`src/rtl/id_pkg.sv`:
```
// Shared decode constants for the ID stage: opcode/funct encodings,
// ALU sub-op codes and result-class selectors.
package id_pkg;

   // Primary opcodes (inst[31:26])
   localparam logic [5:0] OP_SPECIAL = 6'b000000;
   localparam logic [5:0] OP_ANDI    = 6'b001100;
   localparam logic [5:0] OP_ORI     = 6'b001101;
   localparam logic [5:0] OP_XORI    = 6'b001110;
   localparam logic [5:0] OP_LUI     = 6'b001111;

   // SPECIAL function codes (inst[5:0])
   localparam logic [5:0] FN_SLL = 6'b000000;
   localparam logic [5:0] FN_SRL = 6'b000010;
   localparam logic [5:0] FN_SRA = 6'b000011;
   localparam logic [5:0] FN_AND = 6'b100100;
   localparam logic [5:0] FN_OR  = 6'b100101;
   localparam logic [5:0] FN_XOR = 6'b100110;
   localparam logic [5:0] FN_NOR = 6'b100111;

   // ALU sub-operation codes
   localparam logic [7:0] EXE_NOP_OP = 8'h00;
   localparam logic [7:0] EXE_AND_OP = 8'h24;
   localparam logic [7:0] EXE_OR_OP  = 8'h25;
   localparam logic [7:0] EXE_XOR_OP = 8'h26;
   localparam logic [7:0] EXE_NOR_OP = 8'h27;
   localparam logic [7:0] EXE_SLL_OP = 8'h7C;
   localparam logic [7:0] EXE_SRL_OP = 8'h02;
   localparam logic [7:0] EXE_SRA_OP = 8'h03;

   // Result class selector
   typedef enum logic [2:0] {
      SEL_NOP   = 3'b000,
      SEL_LOGIC = 3'b001,
      SEL_SHIFT = 3'b010
   } alusel_e;

   // Number of register-file read ports
   localparam int NUM_RD = 2;

endpackage

```
`src/rtl/id_decode_core.sv`:
```
// Pure combinational instruction decoder: instruction word in, control
// fields, read-port enables/addresses and per-port immediates out.
module id_decode_core
   import id_pkg::*;
#(
   parameter int DATA_W = 32,
   parameter int REG_AW = 5
) (
   input  logic [31:0]       inst,
   output logic [7:0]        aluop,
   output alusel_e           alusel,
   output logic [REG_AW-1:0] wd,
   output logic              wreg,
   output logic [1:0]        rd_en,
   output logic [REG_AW-1:0] rd_addr1,
   output logic [REG_AW-1:0] rd_addr2,
   output logic [DATA_W-1:0] imm1,
   output logic [DATA_W-1:0] imm2,
   output logic              instvalid
);

   logic [5:0]        op;
   logic [5:0]        fn;
   logic [REG_AW-1:0] rt_f;
   logic [REG_AW-1:0] rd_f;
   logic [DATA_W-1:0] imm_zext;
   logic [DATA_W-1:0] imm_lui;
   logic [DATA_W-1:0] sa_zext;
   logic              wreg_raw;

   assign op       = inst[31:26];
   assign fn       = inst[5:0];
   assign rd_addr1 = REG_AW'(inst[25:21]);
   assign rd_addr2 = REG_AW'(inst[20:16]);
   assign rt_f     = REG_AW'(inst[20:16]);
   assign rd_f     = REG_AW'(inst[15:11]);
   assign imm_zext = DATA_W'(inst[15:0]);
   assign imm_lui  = DATA_W'({inst[15:0], 16'h0000});
   assign sa_zext  = DATA_W'(inst[10:6]);

   // Map the encoding onto control fields; anything unrecognised stays NOP/illegal.
   always_comb begin
      aluop     = EXE_NOP_OP;
      alusel    = SEL_NOP;
      wd        = '0;
      wreg_raw  = 1'b0;
      rd_en     = 2'b00;
      imm1      = '0;
      imm2      = '0;
      instvalid = 1'b0;
      case (op)
         OP_ORI, OP_ANDI, OP_XORI: begin
            aluop     = (op == OP_ORI)  ? EXE_OR_OP :
                        (op == OP_ANDI) ? EXE_AND_OP : EXE_XOR_OP;
            alusel    = SEL_LOGIC;
            wd        = rt_f;
            wreg_raw  = 1'b1;
            rd_en     = 2'b01;
            imm2      = imm_zext;
            instvalid = 1'b1;
         end
         OP_LUI: begin
            // rs is not read: port 1 is forced to zero so OR passes imm through.
            aluop     = EXE_OR_OP;
            alusel    = SEL_LOGIC;
            wd        = rt_f;
            wreg_raw  = 1'b1;
            imm1      = '0;
            imm2      = imm_lui;
            instvalid = 1'b1;
         end
         OP_SPECIAL: begin
            case (fn)
               FN_AND, FN_OR, FN_XOR, FN_NOR: begin
                  aluop     = (fn == FN_AND) ? EXE_AND_OP :
                              (fn == FN_OR)  ? EXE_OR_OP  :
                              (fn == FN_XOR) ? EXE_XOR_OP : EXE_NOR_OP;
                  alusel    = SEL_LOGIC;
                  wd        = rd_f;
                  wreg_raw  = 1'b1;
                  rd_en     = 2'b11;
                  instvalid = 1'b1;
               end
               FN_SLL, FN_SRL, FN_SRA: begin
                  // Shift amount rides on port 1, the value to shift on port 2.
                  aluop     = (fn == FN_SLL) ? EXE_SLL_OP :
                              (fn == FN_SRL) ? EXE_SRL_OP : EXE_SRA_OP;
                  alusel    = SEL_SHIFT;
                  wd        = rd_f;
                  wreg_raw  = 1'b1;
                  rd_en     = 2'b10;
                  imm1      = sa_zext;
                  instvalid = 1'b1;
               end
               default: ;
            endcase
         end
         default: ;
      endcase
   end

   // Writes to $0 are architecturally dropped.
   assign wreg = wreg_raw & (wd != '0);

endmodule

```
`src/rtl/id_stage.sv`:
```
// Registered decode stage: decodes, resolves operands through EX/MEM
// forwarding, detects load-use / RAW hazards and owns the ID/EX register.
module id_stage
   import id_pkg::*;
#(
   parameter int DATA_W = 32,
   parameter int REG_AW = 5,
   parameter int FWD_EN = 1
) (
   input  logic              clk,
   input  logic              rst,
   input  logic              if_valid_i,
   output logic              if_ready_o,
   input  logic [31:0]       pc_i,
   input  logic [31:0]       inst_i,
   output logic              reg1_read_o,
   output logic [REG_AW-1:0] reg1_addr_o,
   input  logic [DATA_W-1:0] reg1_data_i,
   output logic              reg2_read_o,
   output logic [REG_AW-1:0] reg2_addr_o,
   input  logic [DATA_W-1:0] reg2_data_i,
   input  logic              ex_wreg_i,
   input  logic [REG_AW-1:0] ex_wd_i,
   input  logic [DATA_W-1:0] ex_wdata_i,
   input  logic              ex_is_load_i,
   input  logic              mem_wreg_i,
   input  logic [REG_AW-1:0] mem_wd_i,
   input  logic [DATA_W-1:0] mem_wdata_i,
   input  logic              flush_i,
   input  logic              ex_ready_i,
   output logic              ex_valid_o,
   output logic [31:0]       ex_pc_o,
   output logic [7:0]        aluop_o,
   output logic [2:0]        alusel_o,
   output logic [DATA_W-1:0] reg1_o,
   output logic [DATA_W-1:0] reg2_o,
   output logic [REG_AW-1:0] wd_o,
   output logic              wreg_o,
   output logic              instvalid_o
);

   localparam logic FWD_ON = (FWD_EN != 0);

   logic [7:0]        dec_aluop;
   alusel_e           dec_alusel;
   logic [REG_AW-1:0] dec_wd;
   logic              dec_wreg;
   logic              dec_instvalid;
   logic [1:0]        dec_rd_en;
   logic [REG_AW-1:0] rd_addr [NUM_RD];
   logic [DATA_W-1:0] rd_data [NUM_RD];
   logic [DATA_W-1:0] dec_imm [NUM_RD];
   logic [DATA_W-1:0] opnd    [NUM_RD];
   logic [NUM_RD-1:0] port_haz;

   logic stall;
   logic hold;
   logic accept;

   logic              ex_valid_reg;
   logic [31:0]       ex_pc_reg;
   logic [7:0]        aluop_reg;
   logic [2:0]        alusel_reg;
   logic [DATA_W-1:0] reg1_reg;
   logic [DATA_W-1:0] reg2_reg;
   logic [REG_AW-1:0] wd_reg;
   logic              wreg_reg;
   logic              instvalid_reg;

   id_decode_core #(
      .DATA_W (DATA_W),
      .REG_AW (REG_AW)
   ) u_decode (
      .inst      (inst_i),
      .aluop     (dec_aluop),
      .alusel    (dec_alusel),
      .wd        (dec_wd),
      .wreg      (dec_wreg),
      .rd_en     (dec_rd_en),
      .rd_addr1  (rd_addr[0]),
      .rd_addr2  (rd_addr[1]),
      .imm1      (dec_imm[0]),
      .imm2      (dec_imm[1]),
      .instvalid (dec_instvalid)
   );

   assign reg1_read_o = dec_rd_en[0];
   assign reg2_read_o = dec_rd_en[1];
   assign reg1_addr_o = rd_addr[0];
   assign reg2_addr_o = rd_addr[1];
   assign rd_data[0]  = reg1_data_i;
   assign rd_data[1]  = reg2_data_i;

   for (genvar gi = 0; gi < NUM_RD; gi++) begin : g_port
      logic              live;
      logic              ex_hit;
      logic              mem_hit;
      logic [DATA_W-1:0] val;

      assign live    = dec_rd_en[gi] & (rd_addr[gi] != '0);
      assign ex_hit  = ex_wreg_i  & (ex_wd_i  == rd_addr[gi]);
      assign mem_hit = mem_wreg_i & (mem_wd_i == rd_addr[gi]);

      // Operand select: immediate on non-read ports, $0 reads zero, else EX > MEM > regfile.
      always_comb begin
         val = rd_data[gi];
         if (!dec_rd_en[gi])
            val = dec_imm[gi];
         else if (rd_addr[gi] == '0)
            val = '0;
         else if (FWD_ON && ex_hit)
            val = ex_wdata_i;
         else if (FWD_ON && mem_hit)
            val = mem_wdata_i;
      end

      assign opnd[gi] = val;

      // A load in EX cannot forward yet; without forwarding any pending write blocks.
      assign port_haz[gi] = live & ((ex_hit & ex_is_load_i) |
                                    (~FWD_ON & (ex_hit | mem_hit)));
   end

   assign stall      = |port_haz;
   assign hold       = ex_valid_reg & ~ex_ready_i;
   assign if_ready_o = flush_i | (~stall & ~hold);
   assign accept     = if_valid_i & if_ready_o & ~flush_i;

   // ID/EX register: flush > hold > accept > bubble.
   always_ff @(posedge clk or negedge rst) begin
      if (!rst) begin
         ex_valid_reg  <= 1'b0;
         ex_pc_reg     <= '0;
         aluop_reg     <= '0;
         alusel_reg    <= '0;
         reg1_reg      <= '0;
         reg2_reg      <= '0;
         wd_reg        <= '0;
         wreg_reg      <= 1'b0;
         instvalid_reg <= 1'b0;
      end else if (flush_i) begin
         ex_valid_reg <= 1'b0;
         wreg_reg     <= 1'b0;
      end else if (hold) begin
         ex_valid_reg <= ex_valid_reg;
      end else if (accept) begin
         ex_valid_reg  <= 1'b1;
         ex_pc_reg     <= pc_i;
         aluop_reg     <= dec_aluop;
         alusel_reg    <= dec_alusel;
         reg1_reg      <= opnd[0];
         reg2_reg      <= opnd[1];
         wd_reg        <= dec_wd;
         wreg_reg      <= dec_wreg;
         instvalid_reg <= dec_instvalid;
      end else begin
         ex_valid_reg <= 1'b0;
         wreg_reg     <= 1'b0;
      end
   end

   assign ex_valid_o  = ex_valid_reg;
   assign ex_pc_o     = ex_pc_reg;
   assign aluop_o     = aluop_reg;
   assign alusel_o    = alusel_reg;
   assign reg1_o      = reg1_reg;
   assign reg2_o      = reg2_reg;
   assign wd_o        = wd_reg;
   assign wreg_o      = wreg_reg;
   assign instvalid_o = instvalid_reg;

endmodule

```
`config.mk`:
```
export PLATFORM = sky130hd
export DESIGN_NAME = id_stage
export DESIGN_NICKNAME = d
export VERILOG_FILES = /design/src/rtl/id_pkg.sv /design/src/rtl/id_decode_core.sv /design/src/rtl/id_stage.sv
export SDC_FILE = /design/constraint.sdc
export NUM_CORES = 1
export LEC_CHECK = 0
export BUFFER_PORTS_ARGS = -buffer_cell sky130_fd_sc_hd__buf_2
export CORE_ASPECT_RATIO = 0.6
export CORE_MARGIN = 3
export CORE_UTILIZATION = 40
export CTS_CLUSTER_SIZE = 14
export DETAILED_ROUTE_END_ITERATION = 6
export GPL_ROUTABILITY_DRIVEN = 0
export PLACE_DENSITY = 0.68
export SYNTH_ARGS = -nofsm -noshare
export SYNTH_HDL_FRONTEND = slang
export SYNTH_HIERARCHICAL = 1
export SYNTH_SLANG_ARGS = --single-unit
```
`constraint.sdc`:
```
create_clock -name clk -period 2.3 [get_ports clk]
set_input_delay 0 -clock clk [delete_from_list [all_inputs] [get_ports clk]]
set_output_delay 0 -clock clk [all_outputs]
set_load 0.02 [all_outputs]
```
After elaboration in Yosys (flattened, before gate mapping)
Index checks and enable logic that the tools add are counted.

Bitwise operators: 20. Reductions and logical operators: 14. Equality and inequality tests: 15. Mux-type cells: 34.

Operators by type and width (number): 2-to-1 mux 32 bit (9); one-hot mux 32 bit (2 select lines) (1); 2-to-1 mux 8 bit (4); equality test 6 x 4 -> 1 bit (second input constant) (4); equality test 6 bit (second input constant) (4); one-hot mux 8 bit (3 select lines) (1); equality test 5 bit (4); one-hot mux 8 bit (2 select lines) (1); bitwise AND 1 bit (15); nonzero test 5 bit (3); equality test 6 x 2 -> 1 bit (second input constant) (2); zero test 6 bit (2); one-hot mux 2 bit (2 select lines) (3); zero test 5 bit (2); 2-to-1 mux 5 bit (2); one-hot mux 5 bit (2 select lines) (1); 2-to-1 mux 1 bit (9); OR reduction 4 bit (2); OR reduction 7 bit (1); one-hot mux 3 bit (2 select lines) (1); OR reduction 3 bit (2); inverter 1 bit (4); AND reduction 3 bit (1); 2-to-1 mux 2 bit (1); 4 further kinds (4).

Output and inout port bits: 128. Bits in registers: 115. Bits of input ports: 210.

Depth between registers and ports, before layout
Depth after elaboration: 15. Depth in mapped cells: 12. Mapped depth without buffers: 7.

Hierarchy
Netlist, hierarchy kept.

By module, submodules not included: id_stage (area each 7299.5 um^2, cells each 783, instances 1); id_decode_core (area each 878.3 um^2, cells each 134, instances 1).

Worst setup path before layout
No wires, ideal clock.

Kind: in2reg. From: in inst_i[28]. To: reg aluop_reg[0], in the netlist aluop_o[0]. Arrival time: 2.696 ns. Library setup time: 0.128 ns. Path buffers: 4. Setup slack: -0.524 ns. Cell stages on the path: 11. Data required time: 2.172 ns. Path through: or4_1 > or2_1 > buf_2 > buf_6 > o21bai_1 > o21a_1 > nand4_1 > and3_1 > buf_2 > buf_4 > mux2_1.

Longest elaborated chain between the ends: 12. Elaborated cells on any way between the ends: 20. Those cells by class: eq/ne: 4; mux: 3; bitwise: 9; reduce/logical: 4.

RTL lines: start, declared (RTL line id_stage.sv:15) `input logic [31:0] inst_i,`; equality test 6 x 4 -> 1 bit (RTL line id_decode_core.sv:51) `case (op)`; OR reduction 3 bit; one-hot mux 2 bit (2 select lines) * (RTL line id_decode_core.sv:51); net reg1_read_o (RTL line id_stage.sv:16) `output logic reg1_read_o,`; bitwise AND 1 bit * (RTL line id_stage.sv:100) `assign live = dec_rd_en[gi] & (rd_addr[gi] != '0);`; bitwise AND 1 bit * (RTL line id_stage.sv:120) `assign port_haz[gi] = live & ((ex_hit & ex_is_load_i) |`; OR reduction 2 bit * (RTL line id_stage.sv:124) `assign stall = |port_haz;`; inverter 1 bit * (RTL line id_stage.sv:126) `assign if_ready_o = flush_i | (~stall & ~hold);`; bitwise AND 1 bit * (RTL line id_stage.sv:126); OR 1 bit * (RTL line id_stage.sv:126); bitwise AND 1 bit * (2 in series) (RTL line id_stage.sv:127) `assign accept = if_valid_i & if_ready_o & ~flush_i;`; AND reduction 3 bit (no source line) *; end signal, assigned (RTL line id_stage.sv:149) `aluop_reg <= dec_aluop;`; end, declared (RTL line id_stage.sv:62) `logic [7:0] aluop_reg;`.

The timed path passes the listed nets; every way through them passes the cells marked *. A chain may end at the register's enable or synchronous reset.

Worst setup path after layout
From: in inst_i[29]. To: out if_ready_o.

Longest elaborated chain between the ends: 9. Elaborated cells on any way between the ends: 14. Those cells by class: eq/ne: 3; mux: 1; bitwise: 7; reduce/logical: 3.

RTL lines: equality test 6 x 4 -> 1 bit (RTL line id_decode_core.sv:51); OR reduction 3 bit; one-hot mux 2 bit (2 select lines) * (RTL line id_decode_core.sv:51); bitwise AND 1 bit (RTL line id_stage.sv:100); bitwise AND 1 bit (RTL line id_stage.sv:120); OR reduction 2 bit * (RTL line id_stage.sv:124); inverter 1 bit * (RTL line id_stage.sv:126); bitwise AND 1 bit * (RTL line id_stage.sv:126); OR 1 bit * (RTL line id_stage.sv:126); end, declared (RTL line id_stage.sv:13) `output logic if_ready_o,`.

Mark *: on every way between the ends. The rest lies on a longest branch, timed or not.

==> PnR_summary.wiki <==
{| class="wikitable"
! Metric !! Value
|-
| Detail Route met3 WL || approximately 3500 um
|-
| Total grt overflow || 0
|-
| Post-route met1 wirelength || 14300 um
|-
| Detail Placement HPWL || between 20000 and 25000 um
|-
| Count of endpoints failing hold in the final timing report || 0
|-
| Max Cap Viol || 0
|-
| Critical Path Start Type || input pin
|-
| Fmax achieved || around 440 MHz
|-
| Initial standard-cell utilization of the core || 0.419
|-
| Largest clock skew in the final design || about 0.0060 ns
|-
| Prevailing post-synth register cell || sky130_fd_sc_hd__dfrtp_1
|-
| Time the worst path needs with I/O delays and setup || 2.25 ns
|-
| Sequential cell fraction of total power || 0.347
|-
| Share of post-route cells with drive strength above 1 || 0.341
|-
| WL per Instance || 22.3 um
|-
| Worst skew pair latency || 0.42 ns
|-
| Cell Pwr Density || 628 nW/um^2
|-
| Maximum level of the CTS H-tree || 4
|-
| Most common cell after layout, fill and taps aside || sky130_fd_sc_hd__buf_2
|-
| Overall Global Routing Usage || 0.302
|-
| Final number of setup-violating endpoints || 0
|-
| Area of the multi-input gates || 4600 um^2
|-
| Cts bufs inserted || 17
|-
| Switching share of power || 0.328
|-
| Wire length on met2 || 16200 um
|-
| Post-route fraction of the period consumed by the critical path || 0.978
|-
| Internal portion of total power || 4.81 mW
|-
| CP endpoint kind || output pin
|-
| Maximum clock path buffer count || 2
|-
| Number of DRC violations after detailed-routing iteration 0 || approximately 770
|-
| Number of primary I/O pins || 338
|-
| Top layer reached by signal wires || met5
|-
| Die X-Extent || 191 um
|-
| Netlist cell types || 40
|-
| Area of the die || ~22000 um^2
|-
| Highest-count cells in the layout ignoring fill and taps || 336 x sky130_fd_sc_hd__buf_2, 192 x sky130_fd_sc_hd__a31oi_1, 115 x sky130_fd_sc_hd__dfrtp_1
|-
| Part of the power in the clock network || 0.384
|-
| Vias || about 9100
|-
| Asr flop ratio synth || 1.00
|-
| Proportion of synthesized chip area in sequential cells || 0.352
|-
| Die extent in y || around 120 um
|-
| Vias per cell || 5.84
|-
| Total Nets Final || between 1000 and 1500
|-
| Worst Setup Path Type || input pin to output pin
|-
| Post-CTS setup buffer count || 0
|-
| Post-Place Worst Slack || -0.0533 ns
|-
| Measured slew at the worst slew-check pin || 0.627 ns
|-
| Largest voltage drop on the vdd net || around 0.48 mV
|-
| Hold Path Class || input pin to flop
|-
| Number of synthesized register bits || 115
|-
| DRC violation count after routing || 0
|-
| Arrival time worst endpoint || around 2.3 ns
|-
| Clock tree from TritonCTS || done
|-
| Highest net fanout along the worst path || between 60 and 70
|-
| Detailed-router iteration count before antenna repair || 5
|-
| Total wire length || 34600 um
|-
| DP Cell Count || 1456
|-
| Number of routed nets with antenna violations || 0
|-
| Power share of the combinational group || 0.269
|-
| Crit path required time || 2.30 ns
|-
| Syn Inst Count || 917
|-
| Number of global-route vias before repair || between 8000 and 9000
|-
| Storage element area || 2880 um^2
|-
| Number of antenna violations at the first check in global routing || 5
|-
| Final cell count without fillers || 1551
|-
| Final worst setup slack || 0.0506 ns
|-
| Number of buffer cells added on primary ports || 337
|-
| Fillers || 1738
|-
| Clock transition time at the flip-flop clock pins of the worst setup and hold paths || 0.06 ns
|-
| Normalized max-slew margin || 0.582
|-
| Maximum number of pins on one net before global-route repair || 66
|-
| Unrepaired setup endpoints after global routing || no
|-
| Clock root buffer || sky130_fd_sc_hd__clkbuf_16
|-
| Status || finished clean
|-
| Pleak || 5.66 nW
|-
| Max Transition Viols Final || 0
|-
| Ys Warns || 6
|-
| NetSw || 2.35 mW
|-
| First-pass GRT wire length || between 50000 and 60000 um
|-
| Floorplan core area || between 15000 and 20000 um^2
|-
| Final-layout worst hold slack || 0.0113 ns
|-
| Number of clock sinks || approximately 120
|-
| Total power || approximately 7 mW
|-
| Number of enable-type register cells in the synthesized netlist || 0
|-
| Area growth from synthesis to layout || 39.3%
|-
| Syn Std Cell Area || just over 8000 um^2
|-
| Per-instance average area after synthesis || 8.92 um^2
|-
| Floorplan row count || 39
|}
metrics by stage:
| step | area, um^2 | utilization | setup TNS [ns] |
|---|---|---|---|
| after floorplan | 8350 | - | -7.11 |
| after global placement | 10200 | 0.521 | -0.0420 |
| after detailed placement | 10200 | 0.521 | -2.51 |
| after CTS | 11400 | 0.583 | 0 |
| after global routing | 11400 | 0.583 | 0 |
| final | 11400 | 0.584 | 0 |
final timing paths:
path                                startpoint  cells past startpoint  slack [ns]         end
worst max-delay path                inst_i[29]                     10        0.05  if_ready_o
worst max register to register      ex_valid_o                      5        0.54  ex_pc_o[3]
worst min-delay path            ex_wdata_i[27]                      5        0.01  reg1_o[27]
worst min register to register      aluop_o[1]                      1        0.48  aluop_o[1]
max in group asynchronous                  rst                      3        1.33  reg2_o[15]
min in group asynchronous                  rst                      2        0.11  ex_pc_o[9]
critical path, cell delays in order:
cell,delay [ns]
sky130_fd_sc_hd__buf_2,0.11
sky130_fd_sc_hd__or4_4,0.54
sky130_fd_sc_hd__or2_1,0.30
sky130_fd_sc_hd__buf_4,0.17
sky130_fd_sc_hd__nor2_4,0.11
sky130_fd_sc_hd__o21a_1,0.12
sky130_fd_sc_hd__nand4_1,0.18
sky130_fd_sc_hd__buf_12,0.27
sky130_fd_sc_hd__a31o_1,0.23
sky130_fd_sc_hd__buf_2,0.15
power groups by stage:
stage	logic, mW	registers [mW]	clock network, mW
floorplan	0.679	2.85	0
global placement	1.79	2.50	0
detailed placement	1.82	2.51	0
CTS	1.91	2.48	2.78
global route	2.05	2.51	2.87
finish	1.93	2.49	2.75
synth_stat cells, drive strengths merged, types with 4 or more instances:
master    n  area [um^2]
or4       6         45.0
nand2     7         26.3
nor4      6         86.3
and2     44          275
xor2     16          140
dfrtp   115         2880
a31oi   192         1200
clkbuf   73          274
mux2     49          552
o31ai    71          548
and3     66          413
inv      38          143
xnor2     4         35.0
nor2      5         18.8
o21ai     8         40.0
nand2b   65          407
a21boi   64          480
buf      68          474
cell type report:
| type | instances | area share |
|---|---|---|
| Clock buffer | 21 | 0.0404 |
| Tap cell | 266 | 0.0292 |
| Inverter | 38 | 0.0125 |
| Clock inverter | 10 | 0.0116 |
| Antenna cell | 4 | 0.000879 |
| Timing Repair Buffer | 446 | 0.249 |
| Sequential cell | 115 | 0.253 |
| Multi-Input combinational cell | 651 | 0.403 |
state kept, by name, summed over array words and instances (netlist names):
signal	cells
instvalid_o	1
wreg_o	1
ex_pc_o	32
reg2_o	32
reg1_o	32
alusel_o	3
ex_valid_o	1
wd_o	5
aluop_o	8
per-layer routing:
metal  vias to the layer above  track usage
met5                         -            0
met4                         6       0.0835
met3                        53       0.0771
met2                       569        0.481
met1                      4384        0.412
li1                       4046            -
what timing repair did:
action / 4_1_cts / 5_1_grt
hold buffers: 60 / 0
endpoints found under the setup margin: 1 / 1
gates resized for setup: 1 / 4
pin swaps: 0 / 0
endpoints found under the hold margin: 121 / 0
cell families (layout without fill, tap and decap cells):
logic type      after synthesis  after routing  share of synthesized area
compound gates              344            344                      0.285
simple gates                209            209                      0.165
buf+inv                     179            515                      0.109
flops                       115            115                      0.352
mux                          49             49                     0.0675
xor+xnor                     20             20                     0.0214
other cells                   1             33                   0.000459
Note: power is estimated with default switching activity, not from simulation.
